<file path="src/rtl/cache_dados_if.sv">
// Core-side request/response and main-memory handshake bundle for cache_dados.
interface cache_dados_if;
  logic [11:0] address;
  logic [31:0] data;
  logic        r_en;
  logic        w_en;
  logic        stall;
  logic [31:0] saida_cache;
  logic [11:0] mem_addr;
  logic [31:0] mem_wdata;
  logic        mem_rd;
  logic        mem_wr;
  logic [31:0] mem_rdata;
  logic        mem_ready;
  logic [15:0] hit_count;
  logic [15:0] miss_count;

  modport master (
    output address, data, r_en, w_en, mem_rdata, mem_ready,
    input  stall, saida_cache, mem_addr, mem_wdata, mem_rd, mem_wr, hit_count, miss_count
  );

  modport slave (
    input  address, data, r_en, w_en, mem_rdata, mem_ready,
    output stall, saida_cache, mem_addr, mem_wdata, mem_rd, mem_wr, hit_count, miss_count
  );
endinterface

</file>
<file path="src/rtl/cache_dados.sv">
// Direct-mapped, write-through, write-allocate data cache for the multicycle MIPS memory stage.
// Read hits answer combinationally; misses and every write go through the ready handshake.
module cache_dados #(
  parameter int unsigned INDEX_W = 4
) (
  input logic          clk,
  input logic          rst,
  cache_dados_if.slave bus
);
  localparam int unsigned TagW  = 12 - INDEX_W;
  localparam int unsigned Lines = 1 << INDEX_W;

  typedef enum logic [1:0] {StIdle, StFill, StWrite, StWdone} state_e;

  state_e              state_q, state_d;
  logic [Lines-1:0]    valid_q, valid_d;
  logic [TagW-1:0]     tag_q  [Lines];
  logic [31:0]         line_q [Lines];
  logic [11:0]         addr_q, addr_d;
  logic [31:0]         wdata_q, wdata_d;
  logic                mem_rd_q, mem_rd_d;
  logic                mem_wr_q, mem_wr_d;
  logic [15:0]         hit_count_q, hit_count_d;
  logic [15:0]         miss_count_q, miss_count_d;

  logic [INDEX_W-1:0]  idx, lidx;
  logic [TagW-1:0]     tag_in;
  logic                hit, is_wr, is_rd;
  logic                line_we;
  logic [31:0]         line_wdata;
  logic                stall;
  logic [31:0]         saida;

  assign idx    = bus.address[INDEX_W-1:0];
  assign tag_in = bus.address[11:INDEX_W];
  assign lidx   = addr_q[INDEX_W-1:0];
  assign hit    = valid_q[idx] && (tag_q[idx] == tag_in);
  assign is_wr  = !bus.w_en;
  assign is_rd  = !bus.r_en && bus.w_en;

  always_comb begin
    state_d      = state_q;
    valid_d      = valid_q;
    addr_d       = addr_q;
    wdata_d      = wdata_q;
    mem_rd_d     = mem_rd_q;
    mem_wr_d     = mem_wr_q;
    hit_count_d  = hit_count_q;
    miss_count_d = miss_count_q;
    line_we      = 1'b0;
    line_wdata   = bus.mem_rdata;
    stall        = 1'b0;
    saida        = 32'h0;
    unique case (state_q)
      StIdle: begin
        if (is_wr) begin
          stall    = 1'b1;
          addr_d   = bus.address;
          wdata_d  = bus.data;
          mem_wr_d = 1'b1;
          state_d  = StWrite;
        end else if (is_rd) begin
          if (hit) begin
            saida = line_q[idx];
            if (hit_count_q != 16'hFFFF) hit_count_d = hit_count_q + 16'd1;
          end else begin
            stall    = 1'b1;
            addr_d   = bus.address;
            mem_rd_d = 1'b1;
            state_d  = StFill;
            if (miss_count_q != 16'hFFFF) miss_count_d = miss_count_q + 16'd1;
          end
        end
      end
      StFill: begin
        stall = 1'b1;
        if (bus.mem_ready) begin
          line_we       = 1'b1;
          valid_d[lidx] = 1'b1;
          mem_rd_d      = 1'b0;
          state_d       = StIdle;
        end
      end
      StWrite: begin
        stall = 1'b1;
        if (bus.mem_ready) begin
          line_we       = 1'b1;
          line_wdata    = wdata_q;
          valid_d[lidx] = 1'b1;
          mem_wr_d      = 1'b0;
          state_d       = StWdone;
        end
      end
      StWdone: state_d = StIdle;
      default: state_d = StIdle;
    endcase
  end

  always_ff @(posedge clk or negedge rst) begin
    if (!rst) begin
      state_q      <= StIdle;
      valid_q      <= '0;
      addr_q       <= '0;
      wdata_q      <= '0;
      mem_rd_q     <= 1'b0;
      mem_wr_q     <= 1'b0;
      hit_count_q  <= '0;
      miss_count_q <= '0;
    end else begin
      state_q      <= state_d;
      valid_q      <= valid_d;
      addr_q       <= addr_d;
      wdata_q      <= wdata_d;
      mem_rd_q     <= mem_rd_d;
      mem_wr_q     <= mem_wr_d;
      hit_count_q  <= hit_count_d;
      miss_count_q <= miss_count_d;
    end
  end

  // Tag/data arrays are qualified by valid_q, so they carry no reset.
  always_ff @(posedge clk) begin
    if (line_we) begin
      line_q[lidx] <= line_wdata;
      tag_q[lidx]  <= addr_q[11:INDEX_W];
    end
  end

  assign bus.stall       = stall;
  assign bus.saida_cache = saida;
  assign bus.mem_addr    = addr_q;
  assign bus.mem_wdata   = wdata_q;
  assign bus.mem_rd      = mem_rd_q;
  assign bus.mem_wr      = mem_wr_q;
  assign bus.hit_count   = hit_count_q;
  assign bus.miss_count  = miss_count_q;
endmodule

</file>
<file path="src/flat_wrapper.sv">
// flat-port wrapper written by rule: the top's interface ports become plain ports
module cache_dados_flat 
#(
  parameter int unsigned INDEX_W = 4
)
  (clk, rst, bus_address, bus_data, bus_r_en, bus_w_en, bus_mem_rdata, bus_mem_ready, bus_stall, bus_saida_cache, bus_mem_addr, bus_mem_wdata, bus_mem_rd, bus_mem_wr, bus_hit_count, bus_miss_count);
  cache_dados_if bus_i ();
  input logic clk;
  input logic rst;
  input wire logic [$bits(bus_i.address)-1:0] bus_address;
  input wire logic [$bits(bus_i.data)-1:0] bus_data;
  input wire logic [$bits(bus_i.r_en)-1:0] bus_r_en;
  input wire logic [$bits(bus_i.w_en)-1:0] bus_w_en;
  input wire logic [$bits(bus_i.mem_rdata)-1:0] bus_mem_rdata;
  input wire logic [$bits(bus_i.mem_ready)-1:0] bus_mem_ready;
  output wire logic [$bits(bus_i.stall)-1:0] bus_stall;
  output wire logic [$bits(bus_i.saida_cache)-1:0] bus_saida_cache;
  output wire logic [$bits(bus_i.mem_addr)-1:0] bus_mem_addr;
  output wire logic [$bits(bus_i.mem_wdata)-1:0] bus_mem_wdata;
  output wire logic [$bits(bus_i.mem_rd)-1:0] bus_mem_rd;
  output wire logic [$bits(bus_i.mem_wr)-1:0] bus_mem_wr;
  output wire logic [$bits(bus_i.hit_count)-1:0] bus_hit_count;
  output wire logic [$bits(bus_i.miss_count)-1:0] bus_miss_count;
  assign bus_i.address = bus_address;
  assign bus_i.data = bus_data;
  assign bus_i.r_en = bus_r_en;
  assign bus_i.w_en = bus_w_en;
  assign bus_i.mem_rdata = bus_mem_rdata;
  assign bus_i.mem_ready = bus_mem_ready;
  assign bus_stall = bus_i.stall;
  assign bus_saida_cache = bus_i.saida_cache;
  assign bus_mem_addr = bus_i.mem_addr;
  assign bus_mem_wdata = bus_i.mem_wdata;
  assign bus_mem_rd = bus_i.mem_rd;
  assign bus_mem_wr = bus_i.mem_wr;
  assign bus_hit_count = bus_i.hit_count;
  assign bus_miss_count = bus_i.miss_count;
  cache_dados #(.INDEX_W(INDEX_W)) u_core (.clk(clk), .rst(rst), .bus(bus_i));
endmodule
</file>
<file path="config.mk">
export PLATFORM = sky130hd
export DESIGN_NAME = cache_dados_flat
export DESIGN_NICKNAME = d
export VERILOG_FILES = /design/src/rtl/cache_dados_if.sv /design/src/rtl/cache_dados.sv /design/src/flat_wrapper.sv
export SDC_FILE = /design/constraint.sdc
export NUM_CORES = 1
export LEC_CHECK = 0
export ABC_AREA = 1
export BUFFER_PORTS_ARGS = -buffer_cell sky130_fd_sc_hd__buf_2
export CAP_MARGIN = 30
export CORE_AREA = 5 5 241 243
export DETAILED_ROUTE_END_ITERATION = 8
export DIE_AREA = 0 0 246 248
export PLACE_DENSITY = 0.76
export SYNTH_ARGS = -nofsm -noshare
export SYNTH_HDL_FRONTEND = slang
export SYNTH_SLANG_ARGS = --single-unit
</file>
<file path="constraint.sdc">
create_clock -name clk -period 3 [get_ports clk]
set_input_delay 0.3 -clock clk [delete_from_list [all_inputs] [get_ports clk]]
set_output_delay 0.3 -clock clk [all_outputs]
set_load 0.005 [all_outputs]
</file>
Word-level counts from Yosys, hierarchy flattened
Memory sizes are Yosys's and may differ from the RTL's.
Cells that the tools add are included.

operators by class
  add/subtract/negate cells = 2
  $mul = 0
  div/mod/pow operators = 0
  $lt $le $gt $ge = 3
  equal/unequal tests = 16
  shift-type cells = 0
  muxes and demuxes = 34
  bitwise gates (word level) = 3
  reductions and logical operators = 16

operators with widths
  cell                     count
  $mux W32                 6
  $mux W12                 3
  $add A16 B1 Y16 const B  2
  $ne A16 B16 Y1 const B   2
  $or A16 B16 Y16          1
  $reduce_and A5 Y1        3
  $mux W1                  14
  $ne A2 B2 Y1 const B     6
  $lt A4 B5 Y1 const B     2
  $mux W2                  5
  $eq A8 B8 Y1             1
  $pmux W2 S4              1
  $pmux W1 S2              3
  $reduce_and A3 Y1        2
  $bmux W1 S4              1
  $demux W1 S4             1
  $eq A2 B2 Y1 const B     2
  $ge A4 B1 Y1 const B     1
  $ne A2 B1 Y1 const B     2
  $reduce_and A2 Y1        2
  $reduce_and A4 Y1        1
  $reduce_bool A2 Y1       2
  $logic_and A1 B1 Y1      3
  $ne A3 B2 Y1 const B     1
  other kinds (6)          7

word-level totals
  register bits after elaboration = 96
  latch bits = 0
  bits in writable memories = 640
  ROM bits = 0
  input bits = 81
  output and inout bits = 111
  logic and storage cells = 84
  memories = 2

memories
  memory         words  bits a word  rd ports  clocked after Yosys merged registers in  write ports  RTL line           source
  u_core.line_q  16     32           1         0                                        1            cache_dados.sv:18  logic [31:0] line_q [Lines];
  u_core.tag_q   16     8            1         0                                        1            cache_dados.sv:17  logic [TagW-1:0] tag_q [Lines];

Logic depth before layout (Yosys ltp)
Gate-level depths: netlist of the first run.

  word-level depth = 7
  mapped depth = 19
  depth with buffers taken out = 16

Least setup slack after synthesis of the first run
No wires, ideal clock.

  path type = register to register
  start point = register u_core.state_q[0]
  end point = memory u_core.line_q[14][0] (enable)
  setup time = 438 ps
  arrival = 2747 ps
  data required time = 2562 ps
  slack = -185 ps
  stages on the path, launching flop included = 7
  buffers on the path = 0
  period minus slack after synthesis = 3185 ps
  path through = dfrtp_1 > inv_1 > ha_1 > nand2_1 > inv_1 > nand3b_1 > nor2_1

on the way
  word-level cells in the longest chain between the ends = 5
  elaborated cells on any way between the ends = 6
  classes of those cells = eq/ne: 2; mux: 3; reduce/logical: 1

RTL lines
  what                                          RTL line            source
  start, declared                               cache_dados.sv:15   state_e state_q, state_d;
  start signal, assigned                        cache_dados.sv:101  state_q <= StIdle;
  start signal, assigned                        cache_dados.sv:110  state_q <= state_d;
  $eq A2 B1 Y1 or $eq A2 B2 Y1 (tied branches)  cache_dados.sv:54   unique case (state_q)
  $reduce_or A2 Y1 (no line) (*)                --
  $mux W1 (*)                                   --
  $mux W1 (*)                                   cache_dados.sv:123  if (line_we) begin
  $mux W1 (implied by the code) (*)             cache_dados.sv:124  line_q[lidx] <= line_wdata;
  end, declared                                 cache_dados.sv:18

Mark *: on every way between the ends. The rest lies on a longest branch, timed or not.

Worst setup path after layout of the first run
  start point = memory u_core.tag_q[5][3] (netlist bit)
  end point = output port bus_saida_cache[20]

on the way
  word-level cells in the longest chain between the ends = 7

RTL lines
  what                 RTL line            source
  start, declared      cache_dados.sv:17
  $mem_v2 Z16 W8       --
  $eq A8 B8 Y1         cache_dados.sv:37   assign hit = valid_q[idx] && (tag_q[idx] == tag_in);
  $logic_and A1 B1 Y1  cache_dados.sv:37
  $mux W32             cache_dados.sv:63   if (hit) begin
  $mux W32             cache_dados.sv:62   end else if (is_rd) begin
  $mux W32             cache_dados.sv:56   if (is_wr) begin
  $mux W32             cache_dados.sv:54
  end, declared        flat_wrapper.sv:17  output wire logic [$bits(bus_i.saida_cache)-1:0] bus_saida_cache;

No other way between the ends.

==> impl_metrics.toml, run 1 <==
[die]
chipWidth_um = 246
die_y_um = 248
fp-row-count = 87
initial_core_util_pct = 54.5
top_level_ports = 192
die_area_mm2 = 0.0610
core_region_area_mm2 = 0.0557

[synthesis]
avgSynthCellArea_um2 = 12.5
yosysSeqAreaShare_pct = 71.2
synth_top_cell_by_area = "edfxtp_1"
synth_seq_cells = 736
synth_fp_nets = 2522
mappedNetlistArea_mm2 = 0.0303
most_repeated_cell_in_the_gate_level_netlist_after_synthesis = "edfxtp_1"
synth_enable_flop_cells = 640
yosys_most_used_dff = "edfxtp_1"
synth.area.top_cells = "edfxtp_1, dfrtp_1, nand2_1, a21oi_1, a221oi_1"
synth_warn = 0
synth_top_cell_area_share_pct = 63.3
synth_cell_types = 34
proportion_of_synthesized_flip_flops_having_asynchronous_set_or_reset_pct = 13.0
netlist_top_cells_count = "edfxtp_1, nand2_1, a21oi_1"
synthesis.instances = 2435

[cells_and_area]
finalCoreUtilization_pct = 64.1
final-seq-area_mm2 = 0.0216
multi_input_comb_area_mm2 = 0.00803
post-route-cell-area_mm2 = 0.0357
syn2layout_area_growth_pct = 17.8
layout.filler_cells = 3988
final_cells = 3486
num-nets-final = 2755
post_route_cells_drive_above_1_share_pct = 19.3

[detailed_routing]
detailroute.via_count = 20999
drc = 0
initialDrtViolationCount = 2548
first_pass_iters = 8
final_antenna_net_count = 0
routed_via_density = 6.02
wl_per_cell_um = 23.3
routed_wl_um = 81400

[place]
dpl_cell_area_mm2 = 0.0326
place.detailed.instances = 3304
port_buffers = 191
place.detailed.hpwl_um = 42900
finalWeightedCongestion = 0.876

[job]
maxCapViolCount = 0

[min_path]
timing.hold.worst.class = "in -> reg"
worstHoldStart = "bus_mem_ready"

[clocking]
clockBufferDepth = 3
clockRootBuffer = "clkbuf_16"
cts_num_sinks = 736
cts_tree = "yes"
clk_transition_reported_paths_ns = 0.06
clkLatencyLatePin_ns = 0.60
cts_buffers = 74
htree_num_levels = 3

[worst_setup_path]
critical_path.max_fanout = 6
setup.worst_path.class = "reg -> out"
timing.critical_path.to_type = "output pin"
startpoint = "u_core.tag_q[5][3]"
critPathRequiredTime_ns = 2.70
regToRegStartpoint = "u_core.state_q[1]"
startpoint_type = "register"
worstPathArrival_ns = 2.73

[run_status]
status = "finished, violations left"
violations = "setup timing"

[sta]
relSlewSlack_pct = 38.3
count_of_final_max_slew_check_failures = 0
rsz0062_at_grt = "yes"
timing.fmax_mhz = 330
report.final.hold_viol_count = 0
fin_worst_skew_ns = 0.0141
period_minus_slack_ns = 3.03
worst-slew-pin-transition_ns = 0.918
fin_tns_setup_ns = -0.0397
setup_viol = 2
final_min_period_over_clock_period_pct = 101
final_worst_path_setup_slack_ns = -0.0306

[global_routing]
initial_antenna_violation_count = 2
maximum_number_of_pins_on_one_net_before_global_route_repair = 137
first_global_vias = 21099
first_pass_grt_wire_length_um = 123000
global_route.usage.total_pct = 26.3
overflow = 0

[pwr]
power_density_mw_per_mm2 = 723
max-vdd-ir-drop_mv = 0.504
p_leak_uw = 0.0132
[metal layers]
metal	vias to the layer above	track usage [%]	part of all wire (%)
met5	-	0	0.0086
met1	10238	34.3	37
li1	9323	-	-
met2	1207	44.6	50
met3	229	4.04	9.7
met4	2	11.2	3.8
[layout make-up]
cell class	instances	area share, %
multi-input cells	1430	22.5
well taps	756	2.65
clock inverters	38	0.767
repair buffers	312	6.69
inverters	114	1.23
diodes	1	0.00700
clock buffers	99	5.70
flip-flops and latches	736	60.5
[worst paths after layout]
check	to	slack (ns)	cells after the start
min in group asynchronous	u_core.bus.mem_addr[3]	0.11	2
max in group asynchronous	u_core.bus.mem_wdata[16]	2.12	3
hold reg to reg	u_core.valid_q[3]	0.46	2
hold / removal	u_core.bus.mem_wr	0.07	4
setup reg to reg	u_core.line_q[2][7]	0.48	7
setup / recovery	bus_saida_cache[20]	-0.03	14
[sequential cells by signal (all words and copies together) (netlist names)]
register / count
u_core.tag_q: 128
u_core.state_q: 2
u_core.bus.mem_wr: 1
u_core.bus.mem_rd: 1
u_core.bus.mem_wdata: 32
u_core.bus.miss_count: 16
u_core.bus.mem_addr: 12
u_core.bus.hit_count: 16
u_core.line_q: 512
u_core.valid_q: 16
[cells by family after synthesis]
| logic type | synth area share [%] |
|---|---|
| and+or+nand+nor | 12.8 |
| DFF | 71.2 |
| AOI/OAI and AO/OA | 8.85 |
| buffers and inverters | 3.61 |
| muxes | 2.37 |
| xor gates and xnor gates | 0.866 |
| adders and majority gates | 0.247 |
[report_power, final]
| group | total, µW | internal [µW] | switching (µW) |
|---|---|---|---|
| Combinational | 3730 | 1240 | 2490 |
| Clock | 8810 | 4980 | 3820 |
| Sequential | 13300 | 12700 | 627 |
| Total | 25900 | 18900 | 6940 |
[repair_timing]
action	in CTS	in global routing
setup buffers	2	1
setup endpoints to repair	19	33
pin swaps	6	20
resized for setup	23	39
endpoints found under the hold margin	125	0
hold buffers	41	0
cloned	2	1
[placed cells by master (no fill, tap or decap), types with 49 or more instances in the layout]
cell type / count
nand2_1: 541
a221oi_1: 119
dfrtp_1: 96
nand3_1: 138
a21oi_1: 251
nor3_1: 67
buf_4: 49
clkbuf_16: 77
inv_1: 108
edfxtp_1: 640
buf_2: 187
mux2_2: 64
nor2_1: 57
[worst max-delay path: stages, from the launching register on]
cell,delay [ns]
edfxtp_1,0.37
nor2_1,0.13
nor2_1,0.06
o21ai_1,0.10
nand3_1,0.12
nand3_1,0.11
nand3b_1,0.08
nand2_1,0.12
nand3_4,0.10
nor2_4,0.14
nand3_4,0.10
buf_12,0.17
buf_16,0.17
nor3_4,0.19
buf_2,0.15
[through the flow]
stage          power, µW  setup WS [ns]  hold WS (ns)
3_3_place_gp       16900        -0.0753         0.189
4_1_cts            25900        -0.0926        0.0468
5_1_grt            26800         -0.221         0.113
6_report           25900        -0.0306        0.0741
3_5_place_dp       17100         -0.127         0.190
2_1_floorplan      15400         -0.185       0.00441
Power figures use the tool's default switching activity.
==> inputs of run 2 (changes only) <==
--- a/config.mk
+++ b/config.mk
@@ -11,6 +11,7 @@
 export CORE_AREA = 5 5 241 243
 export DETAILED_ROUTE_END_ITERATION = 8
 export DIE_AREA = 0 0 246 248
+export MAX_ROUTING_LAYER = met4
 export PLACE_DENSITY = 0.76
 export SYNTH_ARGS = -nofsm -noshare
 export SYNTH_HDL_FRONTEND = slang
==> impl_metrics.toml, run 2 (synthesized netlist as in run 1, its figures left out) <==
[job]
maxCapViolCount = 0

[min_path]
worstHoldPathCells = 4
timing.hold.worst.class = "in -> reg"

[die]
die_y_um = 248
die_area_mm2 = 0.0610
top_level_ports = 192
chipWidth_um = 246
core_region_area_mm2 = 0.0557
initial_core_util_pct = 54.5
fp-row-count = 87

[detailed_routing]
routed_wl_um = 81100
initialDrtViolationCount = 2547
wl_per_cell_um = 23.3
drc = 0
final_antenna_net_count = 0
routed_via_density = 6.01
first_pass_iters = 6
detailroute.via_count = 20959

[pwr]
p_leak_uw = 0.0132
power_density_mw_per_mm2 = 723
power.total_uw = 25800
max-vdd-ir-drop_mv = 0.503

[worst_setup_path]
cp_top_family = "simple AND/OR/NAND/NOR gates"
cpPeakStageDelay_ns = 0.35
critical_path.max_fanout = 6
worst_path_max_delay_cell = "dfrtp_1"
worstRegToRegCells = 7
startpoint_type = "register"
worst-path-buf-inv = 5
worstPathArrival_ns = 2.73
worst-path-stages = 17
timing.critical_path.to_type = "output pin"
reg2reg_slack_ns = 0.48
setup.worst_path.class = "reg -> out"
crit_path_cell_trace = "inv_2 > nand2_1 > nand3_1 > nand2_1 > nand2_1 > nand3_2 > nand2_1 > inv_1 > nand2_2 > nor2_2 > nand3_2 > nor2_4 > nand3_4 > buf_12 > buf_16 > nor3_4 > buf_2"
critical_path.most_common_cell = "nand2_1"
critPathRequiredTime_ns = 2.70

[place]
place.detailed.hpwl_um = 42900
finalWeightedCongestion = 0.890
port_buffers = 191
pre_cts_ws_ns = -0.127

[run_status]
violations = "setup timing"
status = "finished, violations left"

[cells_and_area]
number_of_flip_flops_in_the_largest_register = 512
register_with_the_highest_flop_count = "u_core.line_q"
mostFrequentLayoutCells = "edfxtp_1, nand2_1, a21oi_1"
num-nets-final = 2755
layout.filler_cells = 3988
syn2layout_area_growth_pct = 17.8
post_route_cells_drive_above_1_share_pct = 19.3
layout.cells.most_common = "edfxtp_1"

[clocking]
cts_buffers = 74
clkLatencyLatePin_ns = 0.60
cts_num_sinks = 736
clockRootBuffer = "clkbuf_16"
clk_transition_reported_paths_ns = 0.06
htree_num_levels = 3
cts_tree = "yes"
clockBufferDepth = 3

[global_routing]
first_pass_grt_wire_length_um = 123000
maximum_number_of_pins_on_one_net_before_global_route_repair = 137
initial_antenna_violation_count = 2
overflow = 0
first_global_vias = 21085
global_route.usage.total_pct = 27.1

[sta]
rsz0062_at_grt = "yes"
report.final.hold_viol_count = 0
final_worst_path_setup_slack_ns = -0.0256
period_minus_slack_ns = 3.03
timing.fmax_mhz = 331
final_min_period_over_clock_period_pct = 101
count_of_final_max_slew_check_failures = 0
setup_viol = 4
fin_worst_skew_ns = 0.0132
worst-slew-pin-transition_ns = 0.840
relSlewSlack_pct = 43.5
==> run 2: layout make-up <==
type | count | area (µm²) | share of cell area, %
Antenna cell | 2 | 5.00 | 0.0140
Clock buffer | 99 | 2040 | 5.70
Clock inverter | 38 | 274 | 0.767
Inverter | 114 | 439 | 1.23
Multi-Input combinational cell | 1430 | 8040 | 22.5
Sequential cell | 736 | 21600 | 60.5
Tap cell | 756 | 946 | 2.65
Timing Repair Buffer | 312 | 2390 | 6.69
==> run 2: final timing paths <==
check	startpoint	end
setup / recovery	u_core.valid_q[9]	bus_saida_cache[20]
hold / removal	bus_mem_ready	u_core.bus.mem_wr
setup reg to reg	u_core.state_q[1]	u_core.line_q[2][19]
hold reg to reg	u_core.valid_q[3]	u_core.valid_q[3]
max in group asynchronous	rst	u_core.bus.mem_wdata[16]
min in group asynchronous	rst	u_core.bus.mem_addr[3]
==> run 2: report_power, final <==
group	leakage, µW	internal, µW	switching [µW]	total [µW]
Clock	0.00112	4980	3830	8810
Combinational	0.00511	1240	2490	3730
Sequential	0.00693	12700	622	13300
Total	0.0132	18900	6940	25800
==> run 2: routing by layer <==
metal	share of wire [%]	vias up	global-route usage, %	routed length, µm
li1	-	9314	-	-
met1	37	10228	34.5	30000
met2	50	1220	44.8	40800
met3	9.4	197	3.80	7590
met4	3.3	0	10.9	2700
met5	0	-	-	0
==> run 2: metrics by stage <==
stage / instances / util [%] / hold WS (ns) / setup TNS (ns) / area, µm²
2_1_floorplan: 2435 / - / 0.00441 / -49.09 / 30400
3_3_place_gp: 3304 / 58.5 / 0.189 / -0.0753 / 32600
3_5_place_dp: 3304 / 58.5 / 0.190 / -0.166 / 32600
4_1_cts: 3485 / 63.8 / 0.0468 / -1.25 / 35500
5_1_grt: 3487 / 64.1 / 0.113 / -4.05 / 35700
6_report: 3487 / 64.1 / 0.0733 / -0.0370 / 35700
==> run 2: worst register-to-register path: stages (launching register included) <==
cell,delay [ns]
dfrtp_1,0.41
inv_1,0.08
ha_1,0.30
nand2_1,0.07
inv_1,0.09
nand3b_1,0.42
nor2_4,0.56
buf_12,0.28
==> run 2: timing repair <==
action                     in CTS  in global routing
hold endpoints to repair      125                  0
cloned                          2                  1
pin swaps                       6                 20
gates resized for setup        23                 40
setup endpoints to repair      19                 33
hold buffers                   41                  0
buffers inserted                2                  1
